--- config.mk ---
export PLATFORM = sky130hd
export DESIGN_NAME = countdown_timer
export DESIGN_NICKNAME = d
export VERILOG_FILES = /design/src/rtl/timer_pkg.sv /design/src/rtl/segment7.sv /design/src/rtl/tick_gen.sv /design/src/rtl/countdown_timer.sv
export SDC_FILE = /design/constraint.sdc
export NUM_CORES = 1
export LEC_CHECK = 0
export BUFFER_PORTS_ARGS = -buffer_cell sky130_fd_sc_hd__buf_2
export CAP_MARGIN = 25
export CORE_UTILIZATION = 30
export CTS_BUF_LIST = sky130_fd_sc_hd__clkbuf_8
export DETAILED_ROUTE_END_ITERATION = 12
export SYNTH_ARGS = -nofsm -noshare
export SYNTH_HDL_FRONTEND = slang
export SYNTH_HIERARCHICAL = 1
export SYNTH_SLANG_ARGS = --single-unit
--- constraint.sdc ---
create_clock -name clk_50 -period 2.4 [get_ports clk_50]
set_clock_uncertainty 0.2 [all_clocks]
set_input_delay 0.48 -clock clk_50 [delete_from_list [all_inputs] [get_ports clk_50]]
set_output_delay 0.48 -clock clk_50 [all_outputs]
set_load 0.05 [all_outputs]
--- src/rtl/timer_pkg.sv ---
// -----------------------------------------------------------------------------
// timer_pkg
// Shared definitions for the BCD countdown timer.
//   state_t     : FSM state encoding (IDLE/RUN/PAUSED/DONE)
//   bcd2_t      : two-digit BCD value {tens, ones}
//   MAX_TENS    : largest legal tens digit (5)
//   MAX_ONES    : largest legal ones digit (9)
//   clamp_digit : saturate a BCD digit to a limit
//   bcd_dec     : saturating two-digit BCD decrement (never below 00)
//   bcd_is_zero : true when both digits are 0
// -----------------------------------------------------------------------------
package timer_pkg;

   typedef enum logic [1:0] {
      ST_IDLE   = 2'd0,
      ST_RUN    = 2'd1,
      ST_PAUSED = 2'd2,
      ST_DONE   = 2'd3
   } state_t;

   typedef struct packed {
      logic [3:0] tens;
      logic [3:0] ones;
   } bcd2_t;

   localparam logic [3:0] MAX_TENS = 4'd5;
   localparam logic [3:0] MAX_ONES = 4'd9;

   function automatic logic [3:0] clamp_digit(input logic [3:0] d,
                                              input logic [3:0] lim);
      return (d > lim) ? lim : d;
   endfunction

   function automatic logic bcd_is_zero(input bcd2_t v);
      return (v.tens == 4'd0) && (v.ones == 4'd0);
   endfunction

   // Borrow from tens when ones is 0; at 00 the value saturates so the
   // count can never wrap around to 59.
   function automatic bcd2_t bcd_dec(input bcd2_t v);
      bcd2_t r;
      r = v;
      if (v.ones != 4'd0) begin
         r.ones = v.ones - 4'd1;
      end else if (v.tens != 4'd0) begin
         r.ones = MAX_ONES;
         r.tens = v.tens - 4'd1;
      end
      return r;
   endfunction

endpackage

--- src/rtl/segment7.sv ---
// -----------------------------------------------------------------------------
// segment7
// BCD to seven-segment decoder, active-low segments ordered {g,f,e,d,c,b,a}.
// Codes above 9 blank the display.
//   i_bcd : BCD digit
//   o_seg : segment pattern (0 = segment lit)
// -----------------------------------------------------------------------------
module segment7 (
   input  logic [3:0] i_bcd,
   output logic [6:0] o_seg
);

   always_comb begin
      o_seg = 7'b1111111;
      case (i_bcd)
         4'd0: o_seg = 7'b1000000;
         4'd1: o_seg = 7'b1111001;
         4'd2: o_seg = 7'b0100100;
         4'd3: o_seg = 7'b0110000;
         4'd4: o_seg = 7'b0011001;
         4'd5: o_seg = 7'b0010010;
         4'd6: o_seg = 7'b0000010;
         4'd7: o_seg = 7'b1111000;
         4'd8: o_seg = 7'b0000000;
         4'd9: o_seg = 7'b0010000;
         default: o_seg = 7'b1111111;
      endcase
   end

endmodule

--- src/rtl/tick_gen.sv ---
// -----------------------------------------------------------------------------
// tick_gen
// Prescaler producing a one-cycle tick every CLK_HZ/TICK_HZ enabled cycles.
// The counter runs 0..DIV-1 while en is high and holds while en is low.
//   clk_50 : system clock
//   rst    : synchronous active-high reset (counter to 0)
//   en     : advance the counter
//   clr    : force the counter to 0 (restart a full period)
//   tick   : high in the enabled cycle where the counter is at its maximum
// CLK_HZ/TICK_HZ must be an integer >= 2 so the counter is at least 1 bit.
// -----------------------------------------------------------------------------
module tick_gen #(
   parameter int CLK_HZ  = 50_000_000,
   parameter int TICK_HZ = 1
) (
   input  logic clk_50,
   input  logic rst,
   input  logic en,
   input  logic clr,
   output logic tick
);

   localparam int DIV = CLK_HZ / TICK_HZ;
   localparam int W   = $clog2(DIV);
   localparam logic [W-1:0] CNT_MAX = W'(DIV - 1);

   logic [W-1:0] r_count;
   logic         w_at_max;

   assign w_at_max = (r_count == CNT_MAX);
   assign tick     = en && w_at_max;

   always_ff @(posedge clk_50) begin
      if (rst || clr) begin
         r_count <= '0;
      end else if (en) begin
         r_count <= w_at_max ? '0 : r_count + 1'b1;
      end
   end

endmodule

--- src/rtl/countdown_timer.sv ---
// -----------------------------------------------------------------------------
// countdown_timer
// Two-digit BCD seconds countdown (00-59) with load/start/pause control and
// seven-segment outputs.
//   clk_50       : system clock (rising edge)
//   rst          : synchronous active-high reset
//   load         : capture preset (clamped to 59) into the digits
//   start        : begin / resume the countdown
//   pause        : freeze the countdown
//   preset_tens  : BCD tens digit of the preset
//   preset_ones  : BCD ones digit of the preset
//   OUT10        : segment7 pattern of the tens digit
//   OUT1         : segment7 pattern of the ones digit
//   running      : high while in RUN
//   done         : high while in DONE
//   o_dbg_state  : current FSM state (state_t encoding)
// Same-cycle priority: rst > load > pause > start.
// Valid/ready: strobes are level-sampled every rising edge; there is no
// back-pressure, so a strobe held high simply re-applies each cycle.
// -----------------------------------------------------------------------------
module countdown_timer
   import timer_pkg::*;
#(
   parameter int CLK_HZ  = 50_000_000,
   parameter int TICK_HZ = 1
) (
   input  logic       clk_50,
   input  logic       rst,
   input  logic       load,
   input  logic       start,
   input  logic       pause,
   input  logic [3:0] preset_tens,
   input  logic [3:0] preset_ones,
   output logic [6:0] OUT10,
   output logic [6:0] OUT1,
   output logic       running,
   output logic       done,
   output logic [1:0] o_dbg_state
);

   state_t r_state;
   state_t w_next_state;
   bcd2_t  r_digits;
   bcd2_t  w_next_digits;
   bcd2_t  w_preset;
   bcd2_t  w_dec;
   logic   w_tick;
   logic   w_prescale_en;
   logic   w_prescale_clr;

   assign w_preset.tens = clamp_digit(preset_tens, MAX_TENS);
   assign w_preset.ones = clamp_digit(preset_ones, MAX_ONES);
   assign w_dec         = bcd_dec(r_digits);

   // The prescaler only advances in RUN, so it holds in PAUSED; every
   // transition into RUN clears it so a fresh full tick period starts.
   assign w_prescale_en = (r_state == ST_RUN);

   tick_gen #(
      .CLK_HZ  (CLK_HZ),
      .TICK_HZ (TICK_HZ)
   ) u_tick_gen (
      .clk_50 (clk_50),
      .rst    (rst),
      .en     (w_prescale_en),
      .clr    (w_prescale_clr),
      .tick   (w_tick)
   );

   // State and digit registers
   always_ff @(posedge clk_50) begin
      if (rst) begin
         r_state  <= ST_IDLE;
         r_digits <= '0;
      end else begin
         r_state  <= w_next_state;
         r_digits <= w_next_digits;
      end
   end

   // Next-state and digit update
   always_comb begin
      w_next_state   = r_state;
      w_next_digits  = r_digits;
      w_prescale_clr = 1'b0;
      case (r_state)
         ST_IDLE: begin
            if (load) begin
               w_next_digits = w_preset;
            end else if (start) begin
               if (bcd_is_zero(r_digits)) begin
                  w_next_state = ST_DONE;
               end else begin
                  w_next_state   = ST_RUN;
                  w_prescale_clr = 1'b1;
               end
            end
         end
         ST_RUN: begin
            if (load) begin
               // load aborts the countdown
               w_next_digits = w_preset;
               w_next_state  = ST_IDLE;
            end else if (pause) begin
               // pause wins over a coincident tick: the count freezes as-is
               w_next_state = ST_PAUSED;
            end else if (bcd_is_zero(r_digits)) begin
               w_next_state = ST_DONE;
            end else if (w_tick) begin
               w_next_digits = w_dec;
               // DONE is entered on the same edge that writes 00
               if (bcd_is_zero(w_dec)) begin
                  w_next_state = ST_DONE;
               end
            end
         end
         ST_PAUSED: begin
            if (load) begin
               w_next_digits = w_preset;
               w_next_state  = ST_IDLE;
            end else if (!pause && start) begin
               w_next_state   = ST_RUN;
               w_prescale_clr = 1'b1;
            end
         end
         ST_DONE: begin
            if (load) begin
               w_next_digits = w_preset;
               w_next_state  = ST_IDLE;
            end
         end
         default: begin
            w_next_state  = ST_IDLE;
            w_next_digits = '0;
         end
      endcase
   end

   assign running     = (r_state == ST_RUN);
   assign done        = (r_state == ST_DONE);
   assign o_dbg_state = r_state;

   segment7 u_seg_tens (
      .i_bcd (r_digits.tens),
      .o_seg (OUT10)
   );

   segment7 u_seg_ones (
      .i_bcd (r_digits.ones),
      .o_seg (OUT1)
   );

endmodule

==> flow_metrics.py <==
metrics = {
    "synthesis": {
        "synth_compound_area_share_pct": 18.8,
        "synthArstFlopShare_pct": 0,
        "yosys-mux-area-fraction_pct": 1.24,
        "synth_area_leaders": "dfxtp_1 (29%), ha_1 (7.0%), nor2_1 (4.9%)",
        "netlist_area_sq_um": 2520,
        "synth_nets": 343,
        "ys_types": 57,
        "synth-seq-cells": 36,
        "synth-xor-area-share_pct": 4.87,
        "synthDominantCellAreaShare_pct": 28.6,
        "yosysSeqAreaShare_pct": 28.6,
        "synth_edf_count": 0,
        "ys.flop_type": "dfxtp_1",
        "syn_area_per_cell_sq_um": 7.97,
        "yosys.area_share.simple_pct": 32.7,
        "synthAdderAreaFrac_pct": 6.95,
        "yosys.area.top_type": "dfxtp_1",
        "synth_top_family_by_area": "simple AND/OR/NAND/NOR gates",
        "yosys_warnings": 6,
        "syn_inst": 316,
    },
    "power": {
        "leakage_uw": 0.00117,
        "vdd_drop_max_v": 0.000304,
        "p_sw_share_pct": 36.1,
        "netSwitchingPower_uw": 567,
        "combPwrFrac_pct": 31.2,
        "internal-power_uw": 1000,
        "p_clk_share_pct": 29.1,
        "p_seq_share_pct": 39.7,
        "power.density_nw_per_um2": 505,
    },
    "sta": {
        "fin_crit_ps": 2290,
        "worst_slew_pin_slew_ps": 374,
        "rsz0062_at_grt": "false",
        "fin_ws_ps": 108,
        "slew_headroom_pct": 74.8,
        "slew_viol_final": 0,
        "hold_violations": 0,
        "clock.fmax_mhz": 436,
        "finalSetupViolCount": 0,
        "setup_tns_ps": 0,
        "finalCritPeriodShare_pct": 95.5,
    },
    "finish": {
        "layout.nets": 392,
        "final_common_cell": "dfxtp_1",
        "diodes": 0,
        "area_growth_syn_to_layout_pct": 23.2,
        "drive_above_1_share_pct": 26.2,
        "seq_area_sq_um": 731,
        "multiInputGateArea_sq_um": 1700,
        "layout_common_cells": "dfxtp_1 (32), nor2_1 (31), buf_4 (29)",
        "n_fill_cell": 842,
    },
    "global_route": {
        "grt_use_met2_pct": 23.7,
        "grt_max_degree": 26,
        "grt_busiest_layer": "met2",
        "use_met3_pct": 2.75,
        "antenna_found_initial": 0,
        "grt_pass1_wl_microns": 10000,
        "grt_pass1_vias": 2207,
        "use_met1_pct": 18.5,
        "grt_overflow": 0,
        "grtUsageTotal_pct": 14.4,
    },
    "critical_path": {
        "cp.required_ps": 1720,
        "crit_fanout": 8,
        "reg2reg_depth": 4,
        "worstReg2RegStart": "u_tick_gen/r_count[9]$_SDFFE_PP0P_",
        "rrSetupSlack_ps": 140,
        "critical_path_class": "reg -> out",
        "crit_arrival_ps": 1610,
        "start_kind": "register",
        "r2r-end": "u_tick_gen/r_count[17]$_SDFFE_PP0P_",
        "end_kind": "output port",
    },
    "floorplanning": {
        "core_sq_um": 8180,
        "die_y_microns": 93.7,
        "dieArea_sq_um": 8770,
        "die_x_microns": 93.7,
        "start_util_pct": 30.8,
        "ios": 31,
        "core.rowCount": 33,
    },
    "cts": {
        "h-tree-depth": 2,
        "cts_sinks": 36,
        "clkLatencyLatePin_ps": 290,
        "clk_pin_slew_ps": 80,
        "clockBufferDepth": 2,
        "clock-root-buffer": "clkbuf_8",
        "cts_tree": "built",
        "cts_buffers": 5,
    },
    "placed_design": {
        "port_buffers": 30,
        "place_worst_setup_slack_ps": 77.8,
        "dp.final_hpwl_microns": 4670,
        "gp_congestion": 0.860,
    },
    "min_path": {
        "holdPathEnd": "o_dbg_state[0]$_SDFFE_PP0P_",
        "whs_path_depth": 2,
        "min-delay-start": "pause",
        "hold_class": "in -> reg",
    },
    "detailed_routing": {
        "postRouteAntennaNets": 0,
        "drt_iter0_drc": 105,
        "routed_wl_microns": 6140,
        "via_count": 2453,
        "drc_errors": 0,
        "first_pass_iters": 4,
        "via_per_inst": 5.21,
        "post_drt_wl_per_cell_microns": 13.0,
    },
    "outcome": {
        "status": "finished, final reports clean",
    },
    "run": {
        "drv_cap": 0,
    },
}
-- worst max-delay path by stage --
stage / startpoint / to / slack (ps) / depth (start not counted)
global placement: u_tick_gen/r_count[0]$_SDFFE_PP0P_ / r_digits[0]$_SDFFE_PP0P_ / 180 / 9
global route: r_digits[0]$_SDFFE_PP0P_ / OUT1[4] / 0.08 / 7
detailed placement: u_tick_gen/r_count[0]$_SDFFE_PP0P_ / r_digits[0]$_SDFFE_PP0P_ / 80 / 9
floorplan: o_dbg_state[1]$_SDFFE_PP0P_ / r_digits[2]$_SDFFE_PP0P_ / -210 / 12
CTS: r_digits[1]$_SDFFE_PP0P_ / OUT1[3] / 40 / 7
finish: r_digits[0]$_SDFFE_PP0P_ / OUT1[4] / 110 / 7
-- routing by layer --
metal | vias to the layer above | routed length [microns]
met2 | 50 | 2820
met3 | 8 | 248
met1 | 1137 | 2970
met5 | - | 0
met4 | 0 | 106
li1 | 1258 | -
-- repair_timing --
action	4_1_cts	5_1_grt
gates resized for setup	0	10
buffers inserted	0	1
hold buffers	0	0
endpoints found under the setup margin	0	9
endpoints found under the hold margin	0	0
-- power groups by stage --
stage | Sequential [uW] | Combinational (uW) | Clock (uW)
finish | 622 | 490 | 457
global route | 624 | 531 | 488
CTS | 622 | 487 | 469
detailed placement | 636 | 486 | 0
global placement | 635 | 483 | 0
floorplan | 653 | 348 | 0
-- worst max-delay path, cell delays in order (launching register included) --
cell      delay (ps)
dfxtp_1          340
buf_4            150
inv_1             80
ha_1             210
nand2_1           60
o21ai_0           80
o21ai_1          140
clkbuf_4         250
-- through the flow --
step | util [%] | cell area (sq um) | hold slack [ps] | cells | total power [uW]
6_report | 38.0 | 3110 | 247 | 471 | 1570
5_1_grt | 38.0 | 3110 | 273 | 471 | 1640
4_1_cts | 37.6 | 3080 | 252 | 470 | 1580
3_5_place_dp | 36.5 | 2990 | 287 | 462 | 1120
3_3_place_gp | 36.5 | 2990 | 270 | 462 | 1120
2_1_floorplan | - | 2620 | 249 | 316 | 1000
-- cells in the mapped netlist, types with 3 or more instances --
library cell / number
a211oi_1: 3
a21oi_1: 24
and2_1: 3
and4_1: 3
buf_2: 5
buf_6: 5
clkbuf_1: 4
dfxtp_1: 36
ha_1: 14
inv_1: 16
nand2_1: 23
nand2b_1: 7
nand3_1: 8
nand3b_1: 4
nand4_1: 14
nor2_1: 33
nor3_1: 9
nor4_1: 6
o21ai_0: 20
o31ai_1: 7
or3_1: 6
or4_1: 9
xnor2_1: 4
xor2_1: 10
-- sequential cells by signal (all words and copies together), names as in the netlist --
register,count
o_dbg_state,2
r_digits,8
u_tick_gen/r_count,26
-- kinds of logic (layout without fill, tap and decap cells) --
kind of cell | count (synthesis) | in the layout
flip-flops | 36 | 36
AO/OA/AOI/OAI | 72 | 72
adder cells (fa/ha/maj) | 14 | 14
buffers and inverters | 33 | 83
AND/OR/NAND/NOR | 144 | 144
XOR/XNOR | 14 | 14
multiplexers | 3 | 3
-- layout make-up --
class | instances | area share (%)
Multi-Input combinational cell | 247 | 54.6
Timing Repair Buffer | 59 | 12.6
Sequential cell | 36 | 23.5
Clock inverter | 2 | 0.322
Clock buffer | 6 | 2.66
Inverter | 16 | 2.01
Tap cell | 105 | 4.23
Note: power is estimated with default switching activity, not from simulation.
